$ cat src/rtl/seq_shifter_pkg.sv
// Shared definitions for the shifter datapath: operation encodings,
// the sequential shifter's FSM state type and the op enum.
package shifter_pkg;

    // Operation encodings shared with the combinational shifters
    localparam logic [1:0] ENC_SLL = 2'd0;
    localparam logic [1:0] ENC_SRL = 2'd1;
    localparam logic [1:0] ENC_SRA = 2'd2;
    localparam logic [1:0] ENC_ROR = 2'd3;

    typedef enum logic [1:0] {
        SLL = ENC_SLL,
        SRL = ENC_SRL,
        SRA = ENC_SRA,
        ROR = ENC_ROR
    } shift_op_t;

    typedef enum logic [1:0] {
        ST_IDLE  = 2'd0,
        ST_SHIFT = 2'd1,
        ST_DONE  = 2'd2
    } state_t;

endpackage

$ cat src/rtl/seq_shifter_if.sv
// Request/result bundle for seq_shifter. The master drives the request
// (start, a, amt, op); the slave returns busy, done and y.
interface seq_shifter_if
    import shifter_pkg::*;
#(
    parameter int N         = 32,
    parameter int AMT_WIDTH = $clog2(N)
) ();

    logic                 start;
    logic [N-1:0]         a;
    logic [AMT_WIDTH-1:0] amt;
    shift_op_t            op;
    logic                 busy;
    logic                 done;
    logic [N-1:0]         y;

    modport master (
        output start, a, amt, op,
        input  busy, done, y
    );

    modport slave (
        input  start, a, amt, op,
        output busy, done, y
    );

endinterface

$ cat src/rtl/seq_shifter_shift1.sv
// shift1_stage: combinational single-bit shift of an N-bit word.
// Rotate right is only built when SEQ_SHIFTER_ROTATE_EN is defined;
// otherwise op=ROR falls through to the logical right shift.
module shift1_stage
    import shifter_pkg::*;
#(
    parameter int N = 32
) (
    input  logic [N-1:0] din,
    input  shift_op_t    op,
    output logic [N-1:0] dout
);

    // Select the one-bit shift for the latched operation
    always_comb begin
        dout = {1'b0, din[N-1:1]};
        case (op)
            SLL:     dout = {din[N-2:0], 1'b0};
            SRL:     dout = {1'b0, din[N-1:1]};
            SRA:     dout = {din[N-1], din[N-1:1]};
`ifdef SEQ_SHIFTER_ROTATE_EN
            ROR:     dout = {din[0], din[N-1:1]};
`endif
            default: dout = {1'b0, din[N-1:1]};
        endcase
    end

endmodule

$ cat src/rtl/seq_shifter.sv
// seq_shifter: iterative shifter applying one bit of shift per clock.
// A request is accepted only in IDLE; y is written when entering DONE
// and done pulses for exactly that one cycle.
// Optional feature macro: SEQ_SHIFTER_ROTATE_EN (enables op=ROR).
module seq_shifter
    import shifter_pkg::*;
#(
    parameter int N         = 32,
    parameter int AMT_WIDTH = $clog2(N)
) (
    input  logic          clk,
    input  logic          rst_n,
    seq_shifter_if.slave  bus
);

    localparam logic [AMT_WIDTH-1:0] CNT_ZERO = '0;
    localparam logic [AMT_WIDTH-1:0] CNT_ONE  = {{(AMT_WIDTH-1){1'b0}}, 1'b1};

    state_t               state;
    logic [N-1:0]         work;
    logic [N-1:0]         shifted;
    logic [AMT_WIDTH-1:0] cnt;
    shift_op_t            op_q;
    logic [N-1:0]         y_q;
    logic                 busy_q;
    logic                 done_q;

    shift1_stage #(.N(N)) u_stage (
        .din  (work),
        .op   (op_q),
        .dout (shifted)
    );

    assign bus.busy = busy_q;
    assign bus.done = done_q;
    assign bus.y    = y_q;

    // Control FSM, shift counter and result register; the final shift
    // goes straight into y so the result appears on entry to DONE
    always_ff @(posedge clk or negedge rst_n) begin
        if (!rst_n) begin
            state  <= ST_IDLE;
            work   <= '0;
            cnt    <= CNT_ZERO;
            op_q   <= SLL;
            y_q    <= '0;
            busy_q <= 1'b0;
            done_q <= 1'b0;
        end else begin
            case (state)
                ST_IDLE: begin
                    done_q <= 1'b0;
                    if (bus.start) begin
                        work   <= bus.a;
                        cnt    <= bus.amt;
                        op_q   <= bus.op;
                        busy_q <= 1'b1;
                        if (bus.amt == CNT_ZERO) begin
                            y_q    <= bus.a;
                            done_q <= 1'b1;
                            state  <= ST_DONE;
                        end else begin
                            state  <= ST_SHIFT;
                        end
                    end
                end
                ST_SHIFT: begin
                    work <= shifted;
                    cnt  <= cnt - CNT_ONE;
                    if (cnt == CNT_ONE) begin
                        y_q    <= shifted;
                        done_q <= 1'b1;
                        state  <= ST_DONE;
                    end
                end
                ST_DONE: begin
                    done_q <= 1'b0;
                    busy_q <= 1'b0;
                    state  <= ST_IDLE;
                end
                default: begin
                    done_q <= 1'b0;
                    busy_q <= 1'b0;
                    state  <= ST_IDLE;
                end
            endcase
        end
    end

endmodule

$ cat src/flat_wrapper.sv
// flat-port wrapper written by rule: the top's interface ports become plain ports
module seq_shifter_flat import shifter_pkg::*;
#(
    parameter int N         = 32,
    parameter int AMT_WIDTH = $clog2(N)
)
  (clk, rst_n, bus_start, bus_a, bus_amt, bus_op, bus_busy, bus_done, bus_y);
  seq_shifter_if #(.N(N), .AMT_WIDTH(AMT_WIDTH)) bus_i ();
  input  logic clk;
  input  logic rst_n;
  input wire logic [$bits(bus_i.start)-1:0] bus_start;
  input wire logic [$bits(bus_i.a)-1:0] bus_a;
  input wire logic [$bits(bus_i.amt)-1:0] bus_amt;
  input wire logic [$bits(bus_i.op)-1:0] bus_op;
  output wire logic [$bits(bus_i.busy)-1:0] bus_busy;
  output wire logic [$bits(bus_i.done)-1:0] bus_done;
  output wire logic [$bits(bus_i.y)-1:0] bus_y;
  assign bus_i.start = bus_start;
  assign bus_i.a = bus_a;
  assign bus_i.amt = bus_amt;
  assign bus_i.op = bus_op;
  assign bus_busy = bus_i.busy;
  assign bus_done = bus_i.done;
  assign bus_y = bus_i.y;
  seq_shifter #(.N(N), .AMT_WIDTH(AMT_WIDTH)) u_core (.clk(clk), .rst_n(rst_n), .bus(bus_i));
endmodule
$ cat config.mk
export PLATFORM = sky130hd
export DESIGN_NAME = seq_shifter_flat
export DESIGN_NICKNAME = d
export VERILOG_FILES = /design/src/rtl/seq_shifter_pkg.sv /design/src/rtl/seq_shifter_if.sv /design/src/rtl/seq_shifter_shift1.sv /design/src/rtl/seq_shifter.sv /design/src/flat_wrapper.sv
export SDC_FILE = /design/constraint.sdc
export NUM_CORES = 1
export LEC_CHECK = 0
export BUFFER_PORTS_ARGS = -buffer_cell sky130_fd_sc_hd__buf_2
export CAP_MARGIN = 20
export CORE_ASPECT_RATIO = 2
export CORE_MARGIN = 5
export CORE_UTILIZATION = 50
export CTS_CLUSTER_DIAMETER = 40
export DETAILED_ROUTE_END_ITERATION = 10
export PLACE_DENSITY = 0.76
export SLEW_MARGIN = 20
export SYNTH_ARGS = -nofsm -noshare
export SYNTH_HDL_FRONTEND = slang
export SYNTH_SLANG_ARGS = --single-unit
$ cat constraint.sdc
create_clock -name clk -period 1.7 [get_ports clk]
set_clock_uncertainty 0.15 [all_clocks]
set_input_delay 0.17 -clock clk [delete_from_list [all_inputs] [get_ports clk]]
set_output_delay 0.17 -clock clk [all_outputs]
set_load 0.02 [all_outputs]
[After elaboration in Yosys (flattened, before gate mapping)]
Cells that the tools add are included.
Operators by class
  equal/unequal tests: 6
  muxes and demuxes: 19
  add/sub/neg operators: 1
  reduce and logical (&&, ||, !) cells: 9
  bitwise logic cells: 1
Operators with widths (count)
  $pmux 32 s2: 3
  $mux 32: 4
  $pmux 5 s2: 1
  $reduce_and 2->1: 4
  $mux 2: 3
  $eq 5x1->1 const B: 1
  $logic_not 5->1: 1
  $mux 5: 1
  $sub 5x1->5 const B: 1
  $logic_not 2->1: 2
  $mux 1: 4
  $ne 2x1->1 const B: 2
  $pmux 1 s2: 2
  $pmux 2 s2: 1
  $reduce_and 4->1: 1
  $eq 2x1->1 const B: 1
  $eq 2x2->1 const B: 1
  $ne 2x2->1 const B: 1
  $reduce_bool 2->1: 1
  $not 1->1: 1
Storage, ports and cells
  bits of input ports: 42
  word-level logic and storage cells: 43
  bits in registers: 75
  output and inout bits: 34

[Longest topological paths before layout]
  word-level depth: 4
  gate-level depth with buffers: 7
  depth with buffers taken out: 6

[Hierarchy]
A second synthesis with hierarchy kept.
Second synthesis, totals
  cell total of the unflattened synthesis: 339
  area total of the unflattened synthesis: 3876.2 sq um
By module, submodules not included
  seq_shifter: times used 1, area each 3364.5 sq um, cells an instance 302
  shift1_stage: times used 1, area each 511.7 sq um, cells an instance 37

[Worst setup path after synthesis]
No wires, ideal clock.
  path kind: register to register
  start: register u_core.cnt[1]
  end: register u_core.y_q[0], in the netlist u_core.bus.y[0]
  cell stages (with the launch flop): 8
  period minus slack after synthesis: 1843 ps
  library setup time: 125 ps
  arrival: 1568 ps
  data required time: 1425 ps
  buffers on the path: 1
  slack: -143 ps
  cell sequence: dfrtp_1 inv_1 ha_1 nor4b_4 a32oi_4 nor2_8 buf_12 mux2_4
On the way
  word-level cells in the longest chain between the ends: 3
RTL lines
  from (decl): line seq_shifter.sv:22  | logic [AMT_WIDTH-1:0] cnt;
  from (signal assigned): line seq_shifter.sv:55  | cnt <= bus.amt;
  from (signal assigned): line seq_shifter.sv:69  | cnt <= cnt - CNT_ONE;
  $eq 5x1->1: line seq_shifter.sv:70  | if (cnt == CNT_ONE) begin
  $ne 2x1->1 (no line)
  $reduce_and 4->1 (no line)
  to (signal assigned): line seq_shifter.sv:59  | y_q <= bus.a;
  to (signal assigned): line seq_shifter.sv:71  | y_q <= shifted;
  to (decl): line seq_shifter.sv:24  | logic [N-1:0] y_q;
No other way between the ends.
A chain may end at the register's enable or synchronous reset.

[Worst setup path after layout]
  start: register u_core.cnt[1]
  end: register u_core.y_q[30], in the netlist u_core.bus.y[30]
Same word-level chain as after synthesis.

==> summary by stage <==
Worst setup path
The start-to-end type of the worst setup path is flip-flop to flip-flop. The data required time of the critical path is 1770 ps. The category of cells accounting for the largest share of critical-path delay is simple AND/OR/NAND/NOR gates. Traced cell by cell, the critical path runs through inv_2 > ha_4 > nor4b_4 > a32oi_4 > nor2_8 > buf_12 > mux2_4.

In this run the number of cells on the critical path is 7. STA classifies the critical path endpoint as a flip-flop. The worst register-to-register path has a depth of 7. The top fanout value on the critical path is 18. For this run, the slowest stage of the critical path takes 390 ps. The source of the worst register-to-register timing path is u_core.cnt[1]$_DFFE_PN0P_. The critical path starts at u_core.cnt[1]$_DFFE_PN0P_. The worst reg2reg path endpoint is u_core.bus.y[30]$_DFFE_PN0P_. On the critical path, the stage with the largest delay is an instance of sky130_fd_sc_hd__dfrtp_1. The most critical setup path has its endpoint at u_core.bus.y[30]$_DFFE_PN0P_. The number of buffers and inverters on the critical path is 2.

The setup slack of the worst register-to-register path is -210 ps. The type of origin of the critical path is a flip-flop. At the worst endpoint, the arrival time is 1980 ps.

Power and ir drop
The static leakage is 0.00248 µW. The total internal power is 7520 µW. The register share of total power is 28.1%. The overall power after layout is 11900 µW.

The total net switching power is 4350 µW. Of the total power, combinational logic draws 50.8%. VDD sags by at most 1400 µV. The relative contribution of the clock network to total power is 21.0%. The net switching fraction of the power is 36.6%. The power density over the cells is 2210 mW/mm².

Drt
For this block, wires on met1 add up to 3.82 mm. The first routing iteration left 125 violations. The highest metal layer carrying signal wires in the routed design is met4. The routed via count divided by cell count is 5.58. The routed length per instance is 20.8 µm. The post-detailed-routing wire length is 10.8 mm. The DRC violation count after routing is 0. The first-pass iteration count of the detailed router is 4.

The via count is 2893. The detailed-routed wire length on met2 is 6.18 mm. The post-detailed-route count of antenna-violating nets is 0.

The routed design uses 333 µm of met3 wire.

Outcome
The flow ran to the end, but the final reports show violations. The final reports fail on setup timing.

Placement
The final weighted congestion in routability-driven placement is 0.869. The number of buffers inserted by port buffering is 75. The HPWL after detailed placement is 6.54 mm.

The total placed cells including tap cells is 486.

Global route
The largest net degree at the start of global routing is 63. After global routing the overflow that remains totals 0. The first global-routing pass estimated 16.1 mm of wire. The number of antenna violations at the first check in global routing came to 0.

Across every metal layer, demand over resource in global routing totals 22.2%. The via count of the first global-routing pass is 3131.

Timing
Of the available clock period, the critical path in the final layout requires 112%. The final hold slack is 46.2 ps. The total count of max-transition violations in the final report is 0. The number of hold-slack violations in the final timing report was 0. Setup repair after global routing could not meet its margin everywhere. Setup slack on the critical path of the routed design comes to -208 ps. The setup-violating endpoint count in the final report is 62. The transition time at the pin with the least slew margin is 331 ps.

Based on the critical path, the design can be clocked at up to 0.524 GHz. Subtracting the final worst setup slack from the clock period gives 1910 ps. Measured against its own limit, the worst slew margin works out to 77.9%.

Yosys
Counting every net in the synthesized netlist gives 353. Synthesis instantiated 34 different standard cells from the library. The dominant combinational cell family by area after synthesis is multiplexers. Summing the areas of all and, or, nand and nor instances in the mapped netlist gives 7.42% of the synthesized area. For this run, the register share of the synthesized area comes to 48.8%.

The register bit total from synthesis is 75. The Yosys warning count is 0. In the synthesized netlist, the number of instances is 309. The cell area after synthesis is 0.00384 mm². The post-synthesis mux area share is 29.6%. In this run the mean area of a mapped cell was 12.4 µm².

The parity-gate share of the synthesized area counting xor and xnor cells is 0%. The synthesized netlist devotes 8.98% of its cell area to compound gates. Summing the areas of all fa, ha and maj instances in the mapped netlist gives 0.651% of the synthesized area.

Clock network
The clock transition at the registers of the reported paths is 60 ps. The clock root buffer is sky130_fd_sc_hd__clkbuf_16. The maximum clock path buffer count is 2. The insertion delay of the later-clocked pin in the worst-skew pair is 330 ps.

The clock tree from TritonCTS is done. TritonCTS created 9 clock buffers. The depth of the CTS H-tree is 3. The number of sinks driven by the clock tree is 75.

Floorplanning
The x dimension of the die is 72.0 µm. The initial utilization of the core area, before any placement, comes to 51.0%. The site row count is 45. Pin placement for this block handled 76 I/O pins. The floorplan step defined a core boundary enclosing 0.00754 mm². The die outline height is 134 µm. The die area is 0.00965 mm².

Min path
The startpoint of the lowest-slack hold path is bus_a[3]. The type of the most critical hold path is input pin to flip-flop.

Final layout
The layout overhead on the synthesized area is 39.7%. Excluding fillers, the count of instances in the completed layout stands at 518. Measured on the finished design, the core utilization comes to 71.2%. The top cell types in the final layout, fill and taps aside, are sky130_fd_sc_hd__buf_2 (74), sky130_fd_sc_hd__dfrtp_1 (73), sky130_fd_sc_hd__mux2_4 (41). The fraction of final layout cells with drive strength greater than 1 is 55.4%. The number of fill cells is 522. The number of antenna diodes in the final layout is 0. The register cell area after layout is 0.00188 mm². At the end of the flow, the number of nets in the layout was 463. The most common library cell in the layout ignoring fill and taps is sky130_fd_sc_hd__buf_2.

The multi-input combinational cells in the finished layout cover a total of 0.00204 mm².

Flow run
Max-cap violations in this run came to 0.
==> state kept, by name, indices dropped and copies added (netlist names) <==
register	count
u_core.bus.done	1
u_core.bus.y	32
u_core.cnt	5
u_core.state	2
u_core.op_q	2
u_core.bus.busy	1
u_core.work	32
==> synthesized netlist by cell type <==
library cell | number | area [µm²]
sky130_fd_sc_hd__a21oi_1 | 8 | 40.0
sky130_fd_sc_hd__a31oi_1 | 1 | 6.26
sky130_fd_sc_hd__mux2i_1 | 31 | 310
sky130_fd_sc_hd__nor3b_1 | 1 | 7.51
sky130_fd_sc_hd__nand3_1 | 3 | 15.0
sky130_fd_sc_hd__and2b_2 | 1 | 8.76
sky130_fd_sc_hd__mux2_2 | 32 | 360
sky130_fd_sc_hd__dfrtp_1 | 75 | 1880
sky130_fd_sc_hd__mux2_1 | 3 | 33.8
sky130_fd_sc_hd__buf_6 | 1 | 11.3
sky130_fd_sc_hd__a32oi_4 | 1 | 27.5
sky130_fd_sc_hd__a211oi_1 | 1 | 7.51
sky130_fd_sc_hd__ha_1 | 2 | 25.0
sky130_fd_sc_hd__o22a_2 | 1 | 10.0
sky130_fd_sc_hd__clkbuf_1 | 3 | 11.3
sky130_fd_sc_hd__o31ai_1 | 2 | 15.0
sky130_fd_sc_hd__nand2b_1 | 2 | 12.5
sky130_fd_sc_hd__mux2_4 | 29 | 435
sky130_fd_sc_hd__o21ai_2 | 1 | 8.76
sky130_fd_sc_hd__nor2_8 | 1 | 20.0
sky130_fd_sc_hd__nor2_1 | 9 | 33.8
sky130_fd_sc_hd__buf_4 | 4 | 30.0
sky130_fd_sc_hd__nand2_1 | 33 | 124
sky130_fd_sc_hd__nor3_1 | 2 | 10.0
sky130_fd_sc_hd__o22a_1 | 2 | 17.5
sky130_fd_sc_hd__a22o_1 | 1 | 8.76
sky130_fd_sc_hd__o21ai_0 | 37 | 185
sky130_fd_sc_hd__buf_2 | 9 | 45.0
sky130_fd_sc_hd__o22ai_1 | 3 | 18.8
sky130_fd_sc_hd__nor4b_4 | 1 | 23.8
sky130_fd_sc_hd__buf_12 | 3 | 60.1
sky130_fd_sc_hd__nor3_4 | 1 | 16.3
sky130_fd_sc_hd__inv_1 | 4 | 15.0
sky130_fd_sc_hd__nor2b_4 | 1 | 13.8
==> cell families after synthesis <==
family | after synthesis
fa+ha+maj | 2
simple gates | 55
flops | 75
buf+inv | 24
mux | 95
compound gates | 58
==> per-stage QoR <==
| step | cell area, µm² | setup TNS [ps] | setup slack, ps |
|---|---|---|---|
| after floorplan | 3840 | -4180 | -143 |
| after global placement | 4510 | -4870 | -172 |
| after detailed placement | 4510 | -7240 | -250 |
| after CTS | 5120 | -8520 | -224 |
| after global routing | 5370 | -12960 | -303 |
| final | 5370 | -8300 | -208 |
==> worst min-delay path by stage <==
stage | end | depth (start not counted) | slack, ps
after CTS | u_core.cnt[1]$_DFFE_PN0P_ | 3 | 50
after detailed placement | u_core.bus.y[20]$_DFFE_PN0P_ | 1 | -110
after floorplan | u_core.bus.busy$_DFFE_PN0P_ | 0 | -280
final | u_core.bus.y[3]$_DFFE_PN0P_ | 4 | 50
after global placement | u_core.bus.y[20]$_DFFE_PN0P_ | 1 | -110
after global routing | u_core.bus.y[3]$_DFFE_PN0P_ | 4 | 40
==> layer usage <==
layer  vias up  track usage, %
li1       1324               -
met1      1452            23.0
met3        28            4.43
met2        89            41.2
met5         -               0
met4         0            10.5
==> layout make-up <==
| cell class | count | area share [%] |
|---|---|---|
| clock buffer | 9 | 4.19 |
| clock inverter | 7 | 3.05 |
| timing repair buffer | 119 | 17.2 |
| multi-input combinational | 210 | 38.1 |
| sequential | 75 | 35.0 |
| tap | 94 | 2.19 |
| inverter | 4 | 0.280 |
==> repair_timing <==
action | 4_1_cts | 5_1_grt
hold buffers | 3 | 0
gates resized for setup | 26 | 69
endpoints found under the hold margin | 77 | 0
gates cloned | 4 | 1
endpoints found under the setup margin | 41 | 64
buffers inserted | 3 | 7
pin swaps | 2 | 7
==> power groups by stage <==
stage	Clock [µW]	Combinational (µW)	Sequential, µW
4_1_cts	2510	5200	3190
3_5_place_dp	0	4520	3180
2_1_floorplan	0	2760	3420
3_3_place_gp	0	4360	3150
6_report	2500	6040	3340
5_1_grt	2610	6390	3420
==> worst min-delay path, cell delays in order <==
cell and delay (ps):
sky130_fd_sc_hd__buf_2 80, sky130_fd_sc_hd__nand2_1 50, sky130_fd_sc_hd__o21ai_2 60, sky130_fd_sc_hd__mux2_4 130
(Power assumes the default switching activity.)
